## config.mk

```make
export PLATFORM = sky130hd
export DESIGN_NAME = csr_mmode_unit
export DESIGN_NICKNAME = d
export VERILOG_FILES = /design/src/rtl/csr_mmode_unit.sv
export SDC_FILE = /design/constraint.sdc
export NUM_CORES = 1
export LEC_CHECK = 0
export CELL_PAD_IN_SITES_DETAIL_PLACEMENT = 1
export CELL_PAD_IN_SITES_GLOBAL_PLACEMENT = 1
export CORE_AREA = 5 5 215 217
export CTS_CLUSTER_DIAMETER = 100
export CTS_CLUSTER_SIZE = 40
export DETAILED_ROUTE_END_ITERATION = 10
export DIE_AREA = 0 0 220 222
export PLACE_DENSITY_LB_ADDON = 0.1
export SYNTH_ARGS = -nofsm -noshare
export SYNTH_HDL_FRONTEND = slang
export SYNTH_SLANG_ARGS = --single-unit
```

## constraint.sdc

```tcl
create_clock -name clk -period 19.4 [get_ports clk]
set_clock_uncertainty 0.15 [all_clocks]
set_input_delay 3.88 -clock clk [delete_from_list [all_inputs] [get_ports clk]]
set_output_delay 3.88 -clock clk [all_outputs]
set_load 0.05 [all_outputs]
```

## src/rtl/csr_mmode_unit.sv

```systemverilog
// csr_mmode_unit: machine-mode CSR file with trap/mret sequencing,
// interrupt arbitration and 64-bit cycle/instret counters.
module csr_mmode_unit #(
  parameter int unsigned     XLEN      = 32,
  parameter logic [XLEN-1:0] MTVEC_RST = 32'h0000_0000,
  parameter logic [XLEN-1:0] HART_ID   = '0,
  parameter logic [XLEN-1:0] MISA_VAL  = 32'h4000_0100,
  parameter bit              CNT_EN    = 1'b1
) (
  input  logic            clk,
  input  logic            rst,
  input  logic [11:0]     csr_addr,
  input  logic [1:0]      csr_op,
  input  logic [XLEN-1:0] csr_wdata,
  output logic [XLEN-1:0] csr_rdata,
  output logic            csr_illegal,
  input  logic            trap_valid,
  input  logic [4:0]      trap_cause,
  input  logic [XLEN-1:0] trap_pc,
  input  logic [XLEN-1:0] trap_tval,
  input  logic            mret_valid,
  input  logic            instret,
  input  logic            irq_ext,
  input  logic            irq_timer,
  input  logic            irq_sw,
  input  logic            irq_take,
  input  logic [XLEN-1:0] irq_pc,
  output logic            irq_pending,
  output logic            redirect_valid,
  output logic [XLEN-1:0] redirect_pc
);

  localparam logic [11:0] A_MSTATUS  = 12'h300;
  localparam logic [11:0] A_MISA     = 12'h301;
  localparam logic [11:0] A_MIE      = 12'h304;
  localparam logic [11:0] A_MTVEC    = 12'h305;
  localparam logic [11:0] A_MSCRATCH = 12'h340;
  localparam logic [11:0] A_MEPC     = 12'h341;
  localparam logic [11:0] A_MCAUSE   = 12'h342;
  localparam logic [11:0] A_MTVAL    = 12'h343;
  localparam logic [11:0] A_MIP      = 12'h344;
  localparam logic [11:0] A_MCYC     = 12'hB00;
  localparam logic [11:0] A_MCYCH    = 12'hB80;
  localparam logic [11:0] A_MINS     = 12'hB02;
  localparam logic [11:0] A_MINSH    = 12'hB82;
  localparam logic [11:0] A_MVEND    = 12'hF11;
  localparam logic [11:0] A_MARCH    = 12'hF12;
  localparam logic [11:0] A_MIMP     = 12'hF13;
  localparam logic [11:0] A_MHART    = 12'hF14;

  localparam logic [1:0] OP_RS = 2'b10;
  localparam logic [1:0] OP_RC = 2'b11;

  localparam int unsigned CW = 2 * XLEN;
  localparam logic [XLEN-1:0] MIE_MASK = XLEN'(12'h888);
  localparam logic [CW-1:0] CNT_ONE = {{(CW-1){1'b0}}, 1'b1};

  logic            mst_mie;
  logic            mst_mpie;
  logic [XLEN-1:0] mie_q;
  logic [XLEN-1:0] mip_q;
  logic [XLEN-1:0] mtvec_q;
  logic [XLEN-1:0] mscratch_q;
  logic [XLEN-1:0] mepc_q;
  logic [XLEN-1:0] mcause_q;
  logic [XLEN-1:0] mtval_q;
  logic [CW-1:0]   mcycle_q;
  logic [CW-1:0]   minstret_q;

  logic            known;
  logic [XLEN-1:0] mstatus_v;
  logic [XLEN-1:0] mip_n;
  logic [XLEN-1:0] pend;
  logic [XLEN-1:0] wval;
  logic [4:0]      irq_code;
  logic            ev_trap;
  logic            ev_irq;
  logic            ev_mret;
  logic            ev_wr;
  logic [XLEN-1:0] tvec_base;
  logic [XLEN-1:0] vec_off;
  logic [XLEN-1:0] tgt_trap;
  logic [XLEN-1:0] trap_epc;
  logic [XLEN-1:0] trap_mcause;

  always_comb begin
    mstatus_v = '0;
    mstatus_v[12:11] = 2'b11;
    mstatus_v[7] = mst_mpie;
    mstatus_v[3] = mst_mie;
  end

  always_comb begin
    mip_n = '0;
    mip_n[11] = irq_ext;
    mip_n[7] = irq_timer;
    mip_n[3] = irq_sw;
  end

  always_comb begin
    csr_rdata = '0;
    known = 1'b1;
    unique case (csr_addr)
      A_MSTATUS:  csr_rdata = mstatus_v;
      A_MISA:     csr_rdata = MISA_VAL;
      A_MIE:      csr_rdata = mie_q;
      A_MTVEC:    csr_rdata = mtvec_q;
      A_MSCRATCH: csr_rdata = mscratch_q;
      A_MEPC:     csr_rdata = mepc_q;
      A_MCAUSE:   csr_rdata = mcause_q;
      A_MTVAL:    csr_rdata = mtval_q;
      A_MIP:      csr_rdata = mip_q;
      A_MCYC:     csr_rdata = CNT_EN ? mcycle_q[XLEN-1:0] : '0;
      A_MCYCH:    csr_rdata = CNT_EN ? mcycle_q[CW-1:XLEN] : '0;
      A_MINS:     csr_rdata = CNT_EN ? minstret_q[XLEN-1:0] : '0;
      A_MINSH:    csr_rdata = CNT_EN ? minstret_q[CW-1:XLEN] : '0;
      A_MVEND, A_MARCH, A_MIMP: csr_rdata = '0;
      A_MHART:    csr_rdata = HART_ID;
      default:    known = 1'b0;
    endcase
  end

  assign csr_illegal = (csr_op != 2'b00)
                     && (!known || csr_addr[11:10] == 2'b11);

  always_comb begin
    unique case (csr_op)
      OP_RS:   wval = csr_rdata | csr_wdata;
      OP_RC:   wval = csr_rdata & ~csr_wdata;
      default: wval = csr_wdata;
    endcase
  end

  assign pend = mip_q & mie_q;
  assign irq_pending = mst_mie & (|pend);

  // ext > sw > timer
  always_comb begin
    if (pend[11])     irq_code = 5'd11;
    else if (pend[3]) irq_code = 5'd3;
    else              irq_code = 5'd7;
  end

  assign ev_trap = trap_valid;
  assign ev_irq  = !trap_valid && irq_take && irq_pending;
  assign ev_mret = !trap_valid && !ev_irq && mret_valid;
  assign ev_wr   = (csr_op != 2'b00) && !csr_illegal
                 && !trap_valid && !ev_irq && !mret_valid;

  assign tvec_base = {mtvec_q[XLEN-1:2], 2'b00};
  assign vec_off = {{(XLEN-7){1'b0}}, irq_code, 2'b00};
  assign tgt_trap = (ev_irq && mtvec_q[1:0] == 2'b01)
                  ? tvec_base + vec_off : tvec_base;
  assign trap_epc = ev_trap ? {trap_pc[XLEN-1:2], 2'b00}
                            : {irq_pc[XLEN-1:2], 2'b00};
  assign trap_mcause = ev_trap
    ? {1'b0, {(XLEN-6){1'b0}}, trap_cause}
    : {1'b1, {(XLEN-6){1'b0}}, irq_code};

  always_ff @(posedge clk or posedge rst) begin
    if (rst) begin
      mst_mie        <= 1'b0;
      mst_mpie       <= 1'b0;
      mie_q          <= '0;
      mip_q          <= '0;
      mtvec_q        <= MTVEC_RST;
      mscratch_q     <= '0;
      mepc_q         <= '0;
      mcause_q       <= '0;
      mtval_q        <= '0;
      redirect_valid <= 1'b0;
      redirect_pc    <= '0;
    end else begin
      mip_q <= mip_n;
      redirect_valid <= ev_trap | ev_irq | ev_mret;
      unique case (1'b1)
        ev_trap, ev_irq: begin
          mepc_q      <= trap_epc;
          mcause_q    <= trap_mcause;
          mtval_q     <= ev_trap ? trap_tval : '0;
          mst_mpie    <= mst_mie;
          mst_mie     <= 1'b0;
          redirect_pc <= tgt_trap;
        end
        ev_mret: begin
          mst_mie     <= mst_mpie;
          mst_mpie    <= 1'b1;
          redirect_pc <= mepc_q;
        end
        ev_wr: begin
          unique case (csr_addr)
            A_MSTATUS: begin
              mst_mie  <= wval[3];
              mst_mpie <= wval[7];
            end
            A_MIE:      mie_q      <= wval & MIE_MASK;
            A_MTVEC:    mtvec_q    <= wval;
            A_MSCRATCH: mscratch_q <= wval;
            A_MEPC:     mepc_q     <= {wval[XLEN-1:2], 2'b00};
            A_MCAUSE:   mcause_q   <= wval;
            A_MTVAL:    mtval_q    <= wval;
            default: ;
          endcase
        end
        default: ;
      endcase
    end
  end

  // A write to either half replaces it and skips that cycle's increment
  always_ff @(posedge clk or posedge rst) begin
    if (rst) begin
      mcycle_q   <= '0;
      minstret_q <= '0;
    end else if (CNT_EN) begin
      if (ev_wr && csr_addr == A_MCYC)
        mcycle_q[XLEN-1:0] <= wval;
      else if (ev_wr && csr_addr == A_MCYCH)
        mcycle_q[CW-1:XLEN] <= wval;
      else
        mcycle_q <= mcycle_q + CNT_ONE;
      if (ev_wr && csr_addr == A_MINS)
        minstret_q[XLEN-1:0] <= wval;
      else if (ev_wr && csr_addr == A_MINSH)
        minstret_q[CW-1:XLEN] <= wval;
      else if (instret)
        minstret_q <= minstret_q + CNT_ONE;
    end
  end

endmodule
```

## After elaboration in Yosys (flattened, before gate mapping)

Cells that the tools add are included.

| storage, ports and cells | value |
|---|---|
| input bits | 156 |
| register bits after elaboration | 329 |
| output and inout port bits | 67 |
| latch bits | 0 |
| memory bits (read-only) | 0 |
| bits in writable memories | 0 |
| logic and storage cells | 118 |
| memories kept | 0 |

| operators by class | value |
|---|---|
| mux-type cells | 27 |
| bitwise logic cells | 8 |
| divide/modulo/power cells | 0 |
| reductions and logical operators | 38 |
| magnitude comparators | 0 |
| shift operators | 0 |
| multiply operators | 0 |
| $add $sub $neg | 3 |
| eq/ne operators | 27 |

Operators by type and width:

| operator | number |
|---|---|
| two-way mux 32 bit | 13 |
| one-hot mux 32 bit (13 select lines) | 1 |
| one-hot mux 32 bit (2 select lines) | 5 |
| adder 64 x 1 -> 64 bit, second input constant | 2 |
| equality test 12 x 10 -> 1 bit, second input constant | 9 |
| equality test 12 bit, second input constant | 8 |
| two-way mux 64 bit | 1 |
| adder 32 x 7 -> 32 bit | 1 |
| bitwise AND 32 bit | 1 |
| inverter 32 bit | 1 |
| OR 32 bit | 1 |
| OR reduction 32 bit | 1 |
| AND reduction 2 bit | 9 |
| OR reduction 17 bit | 1 |
| logical AND 1 bit | 14 |
| bitwise AND 12 bit | 1 |
| nonzero test 2 bit | 5 |
| != test 2 x 1 -> 1 bit, second input constant | 4 |
| equality test 2 bit, second input constant | 3 |
| one-hot mux 1 bit (3 select lines) | 2 |
| logical NOT 1 bit | 5 |
| two-way mux 4 bit | 1 |
| != test 2 bit, second input constant | 2 |
| two-way mux 1 bit | 3 |
| other kinds (8) | 9 |

## Logic depth before layout (Yosys ltp)

| depth | value |
|---|---|
| word-level depth | 14 |
| depth in mapped cells | 11 |

## Worst setup path before layout

No wires, ideal clock.

| timing path | value |
|---|---|
| path type | input port to output port |
| start | in csr_addr[1] |
| end | out csr_rdata[20] |
| slack | 8,808 ps |
| cell stages on the path | 4 |
| required time | 15,370 ps |
| data arrival time | 6,562 ps |
| cells stage by stage | clkbuf_1 -> or4b_1 -> buf_2 -> o311ai_0 |

| on the way | value |
|---|---|
| cells in the longest elaborated chain, start to end | 2 |

Ends and longest elaborated chain:

| item | line | text |
|---|---|---|
| start: declaration | 12 | `input logic [11:0] csr_addr,` |
| equality test 12 bit or equality test 12 x 10 -> 1 bit (tied branches) | 103 | `unique case (csr_addr)` |
| one-hot mux 32 bit (13 select lines) * | 103 |  |
| end: declaration | 15 | `output logic [XLEN-1:0] csr_rdata,` |

Mark *: on every way between the ends. The rest lies on a longest branch, timed or not.

## Worst setup path after layout

| timing path | value |
|---|---|
| start | in csr_addr[6] |
| end | out csr_rdata[20] |

The elaborated chain is that of the path after synthesis.

==> results by stage <==
Synthesis:
- Sorting the synthesized cells by area gives the leading types as dfrtp_1 40%, o21ai_0 5.3%, nand2_1 4.4%, a21oi_1 3.9%, mux2i_1 2.6%.
- The portion of the post-synthesis area used by sequential elements is 39.79%.
- The proportion of register bits with asynchronous set or reset after synthesis is 100.0%.
- The count of state elements after synthesis is approximately 330.
- The number of library cell types mapped by synthesis is 95.
- Yosys printed 0 warnings.
- The top flip-flop cell by instance count after synthesis is dfrtp_1.
- In this run, synthesis inferred 0 flip-flops with an integrated enable.
- The leading cell type by number of instances after synthesis is dfrtp_1.
- The average instance in the mapped netlist occupies ~8.7 sq um.
- The cell taking the most area after synthesis is dfrtp_1.
- By count the netlist is led by 325 x dfrtp_1, 241 x nand2_1, 218 x o21ai_0, 160 x a21oi_1, 128 x clkbuf_1.
- Counting every instance in the synthesized netlist gives 2339.
- The cell area after synthesis is roughly 0.020 sq mm.
- Of the post-synthesis cell area, the dominant cell type holds 39.79%.

Die:
- The cell row count is 77.
- The chip height is 222 microns.
- The area of the core region is approximately 0.044 sq mm.
- The I/O pin total is 223.
- The starting density of the core is 46.53%.
- The die outline area is 0.04884 sq mm.
- The die is 220 microns wide.

Finish:
- The layout-stage area growth over the synthesis result is 16.70%.
- After filler insertion, the fill cell instance count of the layout stands at 5033.
- The register area is 0.008133 sq mm.
- The count of nets after finishing is 2616.
- Summing all multi-input logic gate instances after layout gives between 0.01 and 0.015 sq mm.
- In the final layout, the share of cells above drive strength 1 is under 10%.
- For this run, the number of standard cells in the final layout without fillers is about 3100.

STA:
- The number of slew-limit violations in the final report is 0.
- Setup repair after global routing left no endpoint under its margin.
- The total negative slack for setup checks is 0 ns.
- The smallest clock period supported by the final layout is computed as 12.53 ns.
- The worst path uses 64.60% of the clock period.
- The number of hold-slack violations in the final timing report is 0.
- Headroom to the max-slew limit came out at under 10%.
- Setup violations remaining at the end of the flow were counted as 0.
- For the pin with the worst max-slew slack, the measured transition is roughly 1.4 ns.
- For this run, the top clock speed supported by timing is ~80 MHz.

Flow run:
- Across the run, the number of max-cap violations was 0.

Min path:
- The beginning of the worst hold path is mscratch_q[5].
- The number of cells on the worst hold path is 2.
- The worst hold path class is register to register.
- The worst hold path terminates at mscratch_q[5].

Route:
- The post-detailed-route DRC marker count is 0.
- Dividing the detail-routed wire length by the instance count gives 33.06 microns.
- The number of vias per cell is around 7.2.
- After the first detailed-routing iteration, the DRC count stood at 2638.
- The number of search-and-repair iterations in the first detailed-routing pass is 6.
- Summed over all layers, the routed wires come to 101.1 mm.
- Once detail routing completed, the nets flagged for antenna violations numbered 0.
- The final route contains between 20000 and 25000 vias.

Critical path:
- The most frequent cell on the critical path is clkdlybuf4s50_1.
- The critical path class is primary input to primary output.
- Of all nets on the critical path, the largest fanout is 17.
- Grouping stages by cell kind, the critical path spends the most delay in buffers and inverters.
- The arrival time of data at the critical path endpoint is approximately 8.5 ns.
- For this run, the slowest stage of the critical path takes 0.98 ns.
- The data required time at the worst endpoint is 15.37 ns.
- The terminus of the critical flop-to-flop path is mtval_q[21].
- The worst reg-to-reg path cell count is 7.
- The register-to-register path setup slack is 15.47 ns.
- The worst setup path is launched from a primary input.
- The critical path starts at csr_addr[6].
- Among all stages on the critical path, the largest delay is contributed by clkdlybuf4s50_1.
- Traced cell by cell, the critical path runs through clkdlybuf4s50_1 > or4_1 > nor4_4 > buf_4 > a222oi_1 > o311ai_0 > clkdlybuf4s50_1.
- The startpoint of the most critical register-to-register path is mip_q[11].
- STA classifies the critical path endpoint as a primary output.
- The worst path buffer plus inverter count is 3.

Global routing:
- The initial antenna violation count came to 2.
- In the global route stage, overall resource usage came out at 39.88%.
- Global routing finished with a remaining overflow of 0.
- The largest net degree at the start of global routing is 155.
- The via count of the first global-routing pass is 21929.
- The global-route wire length before repair is 147.1 mm.

Clock tree:
- The clock slew seen by the registers of the worst setup and hold paths is 0.11 ns.
- The post-CTS repair timing setup buffer count is 0.
- Clock latency on the worst-skew pair, taken at its later pin, is 0.57 ns.
- TritonCTS created 16 clock buffers.
- The number of buffers inserted for hold repair after clock tree synthesis is 0.
- The tree is rooted in a clkbuf_16.
- The number of resized instances in the post-cts repair step is 0.
- In this run the number of H-tree levels came out at 1.
- The tree built by TritonCTS fans out to roughly 330 sinks.
- The clock passes through at most 3 buffers.
- TritonCTS built the clock tree.

Status:
- The flow ran to the end, and the final reports show no timing, DRC or antenna violations.

Placement:
- The congestion estimate from routability-driven global placement came to 0.9951.
- Buffers placed on the I/O ports in this run total 216.
- The detailed placer's ending HPWL is 74.05 mm.
- The instance count after placement with tap cells included is approximately 3000.

Power:
- Power spread over the standard cell area amounts to 63.69 mW/mm^2.
- The reported leakage power is 9.107 nW.
- The worst-case vdd ir drop is 55.60 uV.
## metal layers
metal / track usage, % / share of wire [%] / vias to the layer above
met5: 0 / 0 / -
met4: 19.89 / 6.5 / 0
met3: 7.797 / 11 / 357
met2: 62.00 / 45 / 1414
met1: 53.19 / 38 / 11219
li1: - / - / 9116
## placed cells by master, fill, tap and decap left out, types with 13 or more instances in the layout
cell             Yosys  layout
dfrtp_1            325     325
o21ai_0            218     217
o22ai_1             29      29
nand2_1            241     241
nor2b_1             27      27
nand3_1             90      90
inv_1               60      59
and3_1              40      40
nand4_1             70      70
xnor2_1             27      27
xor2_1              19      19
or4_1               17      17
a22oi_1             40      40
a21oi_1            160     160
nor3_1              68      64
buf_4                4      64
clkdlybuf4s50_1      0     212
mux2_2              29      29
or3_1               18      18
a31oi_1             32      27
clkbuf_16            0      17
and4_1              23      23
o211ai_1            29      29
mux4_2              21      21
a222oi_1            15      15
nor4_1              32      29
o221ai_1            15      15
o21ai_1             13      13
a211oi_1            52      52
nand2b_1            19      19
a41oi_1             15      15
mux2i_1             53      53
and2_1              20      21
nor2_1             126     123
## report_power, final
| part | internal, W | switching, W |
|---|---|---|
| Sequential | 0.000714 | 0.0000587 |
| Combinational | 0.000102 | 0.000170 |
| Clock | 0.000185 | 0.000290 |
## worst reg2reg max path: cells and delay by family (launching register included)
| family | cells | cell delay (ns) |
|---|---|---|
| AND/OR/NAND/NOR | 3 | 1.87 |
| AO/OA/AOI/OAI | 3 | 1.10 |
| flip-flops | 1 | 0.46 |
| buffers and inverters | 1 | 0.25 |
## state kept, by name, summed over array words and instances, names as in the netlist
name / cells
mcause_q: 32
mst_mie: 1
mscratch_q: 32
mepc_q: 30
mcycle_q: 64
mie_q: 3
redirect_valid: 1
redirect_pc: 30
mst_mpie: 1
mip_q: 3
mtval_q: 32
minstret_q: 64
mtvec_q: 32
## through the flow
stage	power (W)	util [%]	setup WS, ns	instance area, sq um	hold WS (ns)
finish	0.001519	54.30	6.868	23860	0.3503
global placement	0.001037	52.83	7.104	23210	0.3043
detailed placement	0.001048	52.83	7.073	23210	0.3220
CTS	0.001513	54.29	7.061	23850	0.3479
floorplan	0.0009042	-	6.372	20440	0.2932
global route	0.001563	54.29	6.855	23850	0.3804
## how the worst max path moves through the flow
stage	end	slack, ns	cells after the start
3_5_place_dp	csr_rdata[20]	7.07	7
2_1_floorplan	mcause_q[0]	6.37	1
5_1_grt	csr_rdata[20]	6.86	7
6_report	csr_rdata[20]	6.87	7
4_1_cts	csr_rdata[20]	7.06	7
3_3_place_gp	csr_rdata[20]	7.10	7
## cell families after synthesis
logic type / count (synthesis) / synth area share [%]
AND/OR/NAND/NOR: 842 / 21.55
multiplexers: 103 / 6.507
AO/OA/AOI/OAI: 773 / 25.00
buffers and inverters: 244 / 4.866
flip-flops: 325 / 39.79
adder cells (fa/ha/maj): 5 / 0.3061
other: 1 / 0.01835
XOR/XNOR: 46 / 1.971
## cell type report
class | count | share of cell area (%)
inverter | 60 | 0.9756
sequential | 325 | 34.09
tap | 592 | 3.105
timing repair buffer | 281 | 11.08
multi-input combinational | 1771 | 48.03
clock buffer | 17 | 1.783
antenna | 1 | 0.01049
clock inverter | 11 | 0.9231
Power figures use the tool's default switching activity.
